--- src/rtl/decode_stage_if.sv ---
// Decoded-op record types and the fetch/decode handshake bundle shared by
// decode_stage and its neighbours.
package OpTypes;

    typedef enum logic [2:0] {
        TYPE_NONE, TYPE_R, TYPE_I, TYPE_S, TYPE_B, TYPE_U, TYPE_J, TYPE_JALR
    } OpType;

    typedef enum logic [2:0] {
        BR_NONE, BR_JUMP, BR_EQ, BR_NE, BR_LT, BR_GE, BR_LTU, BR_GEU
    } BrCtrl;

    typedef struct packed {
        OpType      opType;
        BrCtrl      brCtrl;
        logic       isBubble;
        logic       wEnable;
        logic       isForwardable;
        logic       isBranch;
        logic       isStore;
        logic       isLoad;
        logic       isLoadUnsigned;
        logic [1:0] memAccessWidth;
        logic       isMulDiv;
        logic [2:0] mulDivCode;
    } OpInfo;

    localparam OpInfo OP_BUBBLE = '{opType: TYPE_NONE, brCtrl: BR_NONE, isBubble: 1'b1,
                                    wEnable: 1'b0, isForwardable: 1'b0, isBranch: 1'b0,
                                    isStore: 1'b0, isLoad: 1'b0, isLoadUnsigned: 1'b0,
                                    memAccessWidth: 2'd0, isMulDiv: 1'b0, mulDivCode: 3'd0};

    localparam OpInfo OP_NONE = '{opType: TYPE_NONE, brCtrl: BR_NONE, isBubble: 1'b0,
                                  wEnable: 1'b0, isForwardable: 1'b0, isBranch: 1'b0,
                                  isStore: 1'b0, isLoad: 1'b0, isLoadUnsigned: 1'b0,
                                  memAccessWidth: 2'd0, isMulDiv: 1'b0, mulDivCode: 3'd0};

endpackage

interface decode_stage_if #(parameter int XLEN = 32);
    logic                ifValid;
    logic [31:0]         ifInstr;
    logic [XLEN-1:0]     ifPc;
    logic                ifReady;
    logic                flush;
    logic                idValid;
    logic                idReady;
    OpTypes::OpInfo      idOpInfo;
    logic [XLEN-1:0]     idPc;
    logic [4:0]          idRs1;
    logic [4:0]          idRs2;
    logic [4:0]          idRd;
    logic [31:0]         idImm;
    logic                idIllegal;

    modport master (
        output ifValid, ifInstr, ifPc, flush, idReady,
        input  ifReady, idValid, idOpInfo, idPc, idRs1, idRs2, idRd, idImm, idIllegal
    );

    modport slave (
        input  ifValid, ifInstr, ifPc, flush, idReady,
        output ifReady, idValid, idOpInfo, idPc, idRs1, idRs2, idRd, idImm, idIllegal
    );
endinterface

--- src/rtl/decode_stage.sv ---
// RV32IM decode stage: combinational decode of the fetched word, captured into a
// main/skid output register pair so that ifReady comes straight from a flop.
module decode_stage
    import OpTypes::*;
#(
    parameter int XLEN = 32
) (
    input  logic          clk,
    input  logic          rst,
    decode_stage_if.slave bus
);

    localparam logic [6:0] OPC_OP     = 7'b0110011;
    localparam logic [6:0] OPC_OP_IMM = 7'b0010011;
    localparam logic [6:0] OPC_LUI    = 7'b0110111;
    localparam logic [6:0] OPC_AUIPC  = 7'b0010111;
    localparam logic [6:0] OPC_JAL    = 7'b1101111;
    localparam logic [6:0] OPC_JALR   = 7'b1100111;
    localparam logic [6:0] OPC_BR     = 7'b1100011;
    localparam logic [6:0] OPC_ST     = 7'b0100011;
    localparam logic [6:0] OPC_LD     = 7'b0000011;

    typedef struct packed {
        OpInfo           op;
        logic [XLEN-1:0] pc;
        logic [4:0]      rs1;
        logic [4:0]      rs2;
        logic [4:0]      rd;
        logic [31:0]     imm;
        logic            illegal;
    } entry_t;

    function automatic entry_t decode(input logic [31:0] instr, input logic [XLEN-1:0] pc);
        entry_t             e;
        logic [6:0]         opc;
        logic [2:0]         f3;
        logic [6:0]         f7;
        logic signed [31:0] immI;
        logic signed [31:0] immS;
        logic signed [31:0] immB;
        logic signed [31:0] immU;
        logic signed [31:0] immJ;

        opc  = instr[6:0];
        f3   = instr[14:12];
        f7   = instr[31:25];
        immI = {{20{instr[31]}}, instr[31:20]};
        immS = {{20{instr[31]}}, instr[31:25], instr[11:7]};
        immB = {{19{instr[31]}}, instr[31], instr[7], instr[30:25], instr[11:8], 1'b0};
        immU = {instr[31:12], 12'b0};
        immJ = {{11{instr[31]}}, instr[31], instr[19:12], instr[20], instr[30:21], 1'b0};

        e         = '0;
        e.op      = OP_NONE;
        e.pc      = pc;
        e.rs1     = instr[19:15];
        e.rs2     = instr[24:20];
        e.rd      = instr[11:7];

        case (opc)
            OPC_OP: begin
                e.op.opType        = TYPE_R;
                e.op.wEnable       = 1'b1;
                e.op.isForwardable = 1'b1;
                if (f7 == 7'b0000001) begin
                    e.op.isMulDiv      = 1'b1;
                    e.op.isForwardable = 1'b0;
                    e.op.mulDivCode    = f3;
                end else if (f7 != 7'b0000000 && f7 != 7'b0100000) begin
                    e.illegal = 1'b1;
                end
            end
            OPC_OP_IMM: begin
                e.op.opType        = TYPE_I;
                e.op.wEnable       = 1'b1;
                e.op.isForwardable = 1'b1;
                e.imm              = immI;
            end
            OPC_LUI, OPC_AUIPC: begin
                e.op.opType        = TYPE_U;
                e.op.wEnable       = 1'b1;
                e.op.isForwardable = 1'b1;
                e.imm              = immU;
            end
            OPC_JAL: begin
                e.op.opType   = TYPE_J;
                e.op.brCtrl   = BR_JUMP;
                e.op.isBranch = 1'b1;
                e.op.wEnable  = 1'b1;
                e.imm         = immJ;
            end
            OPC_JALR: begin
                e.op.opType   = TYPE_JALR;
                e.op.brCtrl   = BR_JUMP;
                e.op.isBranch = 1'b1;
                e.op.wEnable  = 1'b1;
                e.imm         = immI;
                e.illegal     = (f3 != 3'b000);
            end
            OPC_BR: begin
                e.op.opType   = TYPE_B;
                e.op.isBranch = 1'b1;
                e.imm         = immB;
                case (f3)
                    3'b000:  e.op.brCtrl = BR_EQ;
                    3'b001:  e.op.brCtrl = BR_NE;
                    3'b100:  e.op.brCtrl = BR_LT;
                    3'b101:  e.op.brCtrl = BR_GE;
                    3'b110:  e.op.brCtrl = BR_LTU;
                    3'b111:  e.op.brCtrl = BR_GEU;
                    default: e.illegal   = 1'b1;
                endcase
            end
            OPC_ST: begin
                e.op.opType         = TYPE_S;
                e.op.isStore        = 1'b1;
                e.op.memAccessWidth = f3[1:0];
                e.imm               = immS;
                e.illegal           = (f3 > 3'd2);
            end
            OPC_LD: begin
                e.op.opType         = TYPE_I;
                e.op.isLoad         = 1'b1;
                e.op.wEnable        = 1'b1;
                e.op.isLoadUnsigned = f3[2];
                e.op.memAccessWidth = f3[1:0];
                e.imm               = immI;
                e.illegal           = !(f3 inside {3'd0, 3'd1, 3'd2, 3'd4, 3'd5});
            end
            default: e.illegal = 1'b1;
        endcase

        if (e.rd == 5'd0) begin
            e.op.wEnable       = 1'b0;
            e.op.isForwardable = 1'b0;
        end
        // Illegal encodings travel as inert ops so downstream can raise the trap.
        if (e.illegal) begin
            e.op  = OP_NONE;
            e.imm = '0;
        end
        return e;
    endfunction

    entry_t main_q, main_d;
    entry_t skid_q, skid_d;
    logic   mainValid_q, mainValid_d;
    logic   skidValid_q, skidValid_d;
    logic   ifReady_q, ifReady_d;
    logic   accept;
    entry_t newEntry;

    always_comb begin
        main_d      = main_q;
        skid_d      = skid_q;
        mainValid_d = mainValid_q;
        skidValid_d = skidValid_q;
        accept      = bus.ifValid && ifReady_q && !bus.flush;
        newEntry    = decode(bus.ifInstr, bus.ifPc);

        if (bus.flush) begin
            mainValid_d = 1'b0;
            skidValid_d = 1'b0;
        end else if (!mainValid_q || bus.idReady) begin
            // ifReady_q is low whenever skid is occupied, so accept and a skid
            // refill never coincide here.
            if (skidValid_q) begin
                main_d      = skid_q;
                mainValid_d = 1'b1;
                skidValid_d = 1'b0;
            end else begin
                mainValid_d = accept;
                if (accept) begin
                    main_d = newEntry;
                end
            end
        end else if (accept) begin
            skid_d      = newEntry;
            skidValid_d = 1'b1;
        end

        ifReady_d = !skidValid_d;
    end

    always_ff @(posedge clk) begin
        if (rst) begin
            main_q      <= '0;
            skid_q      <= '0;
            mainValid_q <= 1'b0;
            skidValid_q <= 1'b0;
            ifReady_q   <= 1'b0;
        end else begin
            main_q      <= main_d;
            skid_q      <= skid_d;
            mainValid_q <= mainValid_d;
            skidValid_q <= skidValid_d;
            ifReady_q   <= ifReady_d;
        end
    end

    assign bus.ifReady   = ifReady_q;
    assign bus.idValid   = mainValid_q;
    assign bus.idOpInfo  = mainValid_q ? main_q.op : OP_BUBBLE;
    assign bus.idPc      = main_q.pc;
    assign bus.idRs1     = main_q.rs1;
    assign bus.idRs2     = main_q.rs2;
    assign bus.idRd      = main_q.rd;
    assign bus.idImm     = main_q.imm;
    assign bus.idIllegal = main_q.illegal;

endmodule

--- src/flat_wrapper.sv ---
// flat-port wrapper written by rule: the top's interface ports become plain ports
module decode_stage_flat import OpTypes::*;
#(
    parameter int XLEN = 32
)
  (clk, rst, bus_ifValid, bus_ifInstr, bus_ifPc, bus_flush, bus_idReady, bus_ifReady, bus_idValid, bus_idOpInfo, bus_idPc, bus_idRs1, bus_idRs2, bus_idRd, bus_idImm, bus_idIllegal);
  decode_stage_if #(.XLEN(XLEN)) bus_i ();
  input  logic clk;
  input  logic rst;
  input wire logic [$bits(bus_i.ifValid)-1:0] bus_ifValid;
  input wire logic [$bits(bus_i.ifInstr)-1:0] bus_ifInstr;
  input wire logic [$bits(bus_i.ifPc)-1:0] bus_ifPc;
  input wire logic [$bits(bus_i.flush)-1:0] bus_flush;
  input wire logic [$bits(bus_i.idReady)-1:0] bus_idReady;
  output wire logic [$bits(bus_i.ifReady)-1:0] bus_ifReady;
  output wire logic [$bits(bus_i.idValid)-1:0] bus_idValid;
  output wire logic [$bits(bus_i.idOpInfo)-1:0] bus_idOpInfo;
  output wire logic [$bits(bus_i.idPc)-1:0] bus_idPc;
  output wire logic [$bits(bus_i.idRs1)-1:0] bus_idRs1;
  output wire logic [$bits(bus_i.idRs2)-1:0] bus_idRs2;
  output wire logic [$bits(bus_i.idRd)-1:0] bus_idRd;
  output wire logic [$bits(bus_i.idImm)-1:0] bus_idImm;
  output wire logic [$bits(bus_i.idIllegal)-1:0] bus_idIllegal;
  assign bus_i.ifValid = bus_ifValid;
  assign bus_i.ifInstr = bus_ifInstr;
  assign bus_i.ifPc = bus_ifPc;
  assign bus_i.flush = bus_flush;
  assign bus_i.idReady = bus_idReady;
  assign bus_ifReady = bus_i.ifReady;
  assign bus_idValid = bus_i.idValid;
  assign bus_idOpInfo = bus_i.idOpInfo;
  assign bus_idPc = bus_i.idPc;
  assign bus_idRs1 = bus_i.idRs1;
  assign bus_idRs2 = bus_i.idRs2;
  assign bus_idRd = bus_i.idRd;
  assign bus_idImm = bus_i.idImm;
  assign bus_idIllegal = bus_i.idIllegal;
  decode_stage #(.XLEN(XLEN)) u_core (.clk(clk), .rst(rst), .bus(bus_i));
endmodule
--- config.mk ---
export PLATFORM = sky130hd
export DESIGN_NAME = decode_stage_flat
export DESIGN_NICKNAME = d
export VERILOG_FILES = /design/src/rtl/decode_stage_if.sv /design/src/rtl/decode_stage.sv /design/src/flat_wrapper.sv
export SDC_FILE = /design/constraint.sdc
export NUM_CORES = 1
export LEC_CHECK = 0
export ABC_AREA = 1
export CAP_MARGIN = 0
export CORE_ASPECT_RATIO = 1.25
export CORE_MARGIN = 10
export CORE_UTILIZATION = 59
export CTS_BUF_LIST = sky130_fd_sc_hd__clkbuf_8
export DETAILED_ROUTE_END_ITERATION = 8
export PLACE_DENSITY = 0.92
export SKIP_LAST_GASP = 1
export SLEW_MARGIN = 0
export SYNTH_ARGS = -nofsm -noshare
export SYNTH_HDL_FRONTEND = slang
export SYNTH_SLANG_ARGS = --single-unit
--- constraint.sdc ---
create_clock -name clk -period 2.9 [get_ports clk]
set_input_delay 0.29 -clock clk [delete_from_list [all_inputs] [get_ports clk]]
set_output_delay 0.29 -clock clk [all_outputs]
set_load 0.01 [all_outputs]
==> results.toml <==
[run_status]
status = "complete, no violations"

[sta]
period_share = 0.731
fin_skew_ns = 0.00970
period_minus_slack_ns = 2.12
setup_slack_ns = 0.780
max_freq_mhz = 472
drv_slew = 0
worst_pin_slew_ns = 1.18
tns_ns = 0
hold_viol = 0
slew_headroom = 0.210
rsz0062_at_grt = "false"
setup_viol = 0

[logic_synthesis]
synth_mux_area_frac = 0
synthesis.area_um2 = 9280
syn_area_per_cell_um2 = 7.24
synth_area_leaders = "dfxtp_1, o21ai_0, a21oi_1"
synth_cell_types = 27
synth_top_area_frac = 0.430
synth-compound-area-share = 0.246
synth_top_area_cell = "dfxtp_1"
synthCells = 1281
synth_fa_ha_area_frac = 0
synth_warnings = 0
synthXorXnorAreaFrac = 0
synth-simple-area-share = 0.185
yosysSeqAreaShare = 0.430
synth_fp_nets = 1350
ys_ff_latch = 199
synth_top_family_by_area = "compound AO/OA/AOI/OAI gates"

[floorplan]
die_h_um = 160
die_w_um = 132
initial_utilization = 0.598
ios = 170
rows = 51
core-area_um2 = 15500
die_area_um2 = 21200

[cells_and_area]
finish.utilization = 0.695
layout-drive-gt1-share = 0.0652
fin_area_um2 = 10800
syn2layout_area_growth_pct = 16.2
num-fill-cells = 1330
fin_nets = 1376
diodes = 0
final_cell_count_no_fill = 1532

[clock_tree]
clock_latency_ns = 0.48
htree_levels = 4
hold_buffers = 0
path_clk_slew_ns = 0.10
cts_resized = 0
numCtsBuffers = 17
cts_buffer_depth = 2
cts_tree = "yes"
cts_root_buffer = "clkbuf_8"
clock_sinks = 199
cts_setup_buffers = 0

[run]
drv_cap = 0

[critical_path]
critPathCaptureType = "output port"
worst-setup-path-type = "flop to output port"
path_cells = "buf_4 > nand2_1 > inv_1 > clkdlybuf4s50_1"
critPathBufInv = 3
crit_cells = 4
reg2reg_slack_ns = 1.02
rr_worst_depth = 6
r2r-end = "u_core.main_q[80]"
startpoint_type = "flop"
r2r_start = "u_core.skidValid_q"
slowest_stage = "clkdlybuf4s50_1"
critical_path_arrival_ns = 1.83
path_max_fanout = 19
critPathRequiredTime_ns = 2.61
critPathMaxStageDelay_ns = 0.60
critPathLaunch = "u_core.bus.idValid"
critical-path-top-delay-family = "buffers and inverters"
endpoint = "bus_idOpInfo[8]"

[routing]
wl_per_cell_um = 16.7
vias = 8684
firstDrtPassIters = 6
via_per_inst = 5.67
drcViolationCount = 0
drt.antenna.violating_nets = 0
first_iter_violations = 941
drt_wl_total_um = 25500

[power_and_ir_drop]
p_per_area_nw_per_um2 = 491
total_leakage_power_uw = 0.00435
vdd_drop_max_v = 0.000320

[placement]
pre_cts_ws_ns = 0.504
place_congestion = 0.932
portBuffers = 169
post_dp_cell_area_um2 = 10400
dp_cells = 1500
hpwl_um = 17000

[grt]
antenna_found_initial = 0
grt_pass1_wl_um = 41000
gr-usage-all-layers = 0.231
grt_pass1_vias = 8003
grt_start_max_net_pins = 128
grt-ovfl-total = 0

[worst_hold_path]
whs_path_depth = 3
min_path_type = "primary input to flop"
==> power breakdown <==
group | internal, uW | switching (uW) | leakage, uW
Combinational | 270 | 301 | 0.00254
Clock | 880 | 993 | 0.000202
Sequential | 2810 | 39.5 | 0.00162
Total | 3960 | 1330 | 0.00435
==> state kept, by name (all words and copies together) (netlist names), 5 cells and up <==
register	count
u_core.main_q	18
u_core.bus.idRs2	5
u_core.bus.idRd	5
u_core.bus.idPc	32
u_core.skid_q	98
u_core.bus.idRs1	5
u_core.bus.idImm	32
==> cells in the mapped netlist, drive strengths merged <==
master,n
a21oi,171
nor2,110
o21a,1
buf,114
nand3,57
a31oi,48
o211ai,1
dfxtp,199
inv,66
nor3,3
o21ai,216
clkinv,1
nand4,3
o31ai,1
clkbuf,61
nand2,229
==> final cells by class <==
type / instances / area, um^2 / area share
clock buffer: 18 / 248 / 0.0230
tap: 212 / 265 / 0.0246
clock inverter: 14 / 174 / 0.0161
timing repair buffer: 182 / 1850 / 0.172
multi-input combinational: 840 / 4000 / 0.371
inverter: 67 / 255 / 0.0237
sequential: 199 / 3990 / 0.370
==> how the worst min path moves through the flow <==
stage	start	end	slack (ns)
3_3_place_gp	u_core.skid_q[61]	u_core.bus.idPc[13]	0.45
4_1_cts	bus_ifPc[31]	u_core.skid_q[79]	0.35
6_report	bus_ifPc[31]	u_core.skid_q[79]	0.38
3_5_place_dp	u_core.skid_q[63]	u_core.bus.idPc[15]	0.46
2_1_floorplan	rst	u_core.bus.idValid	0.36
5_1_grt	bus_ifPc[31]	u_core.skid_q[79]	0.39
==> kinds of logic (layout without fill, tap and decap cells) <==
| family | after synthesis | count (layout) |
|---|---|---|
| AND/OR/NAND/NOR | 402 | 402 |
| flip-flops | 199 | 199 |
| buffers and inverters | 242 | 281 |
| AO/OA/AOI/OAI | 438 | 438 |
==> worst min-delay path, stage by stage <==
cell	delay (ns)
clkdlybuf4s50_1	0.42
inv_1	0.06
a21oi_1	0.05
==> placed cells by master (no fill, tap or decap), types with 4 or more instances in the layout <==
cell type        instances
a21oi_1                171
a31oi_1                 48
buf_12                   5
buf_4                    8
clkbuf_8                18
clkdlybuf4s50_1        169
clkinvlp_4               4
dfxtp_1                198
inv_1                   55
inv_2                    9
nand2_1                222
nand2_2                  7
nand3_1                 46
nand3_2                 11
nor2_1                 101
nor2_4                   7
o21ai_0                215
==> routing by layer <==
metal	share of wire	routed length, um	vias to the layer above	track usage
li1	-	-	4252	-
met1	0.40	10300	4058	0.277
met2	0.48	12300	322	0.379
met3	0.078	2000	52	0.0562
met4	0.035	897	0	0.110
met5	0	0	-	0
==> per-stage QoR <==
step	power, uW	hold WS (ns)
after floorplan	3240	0.359
after global routing	5490	0.390
after CTS	5320	0.353
after detailed placement	3480	0.459
final	5290	0.380
after global placement	3470	0.453
Note: power is estimated with default switching activity, not from simulation.
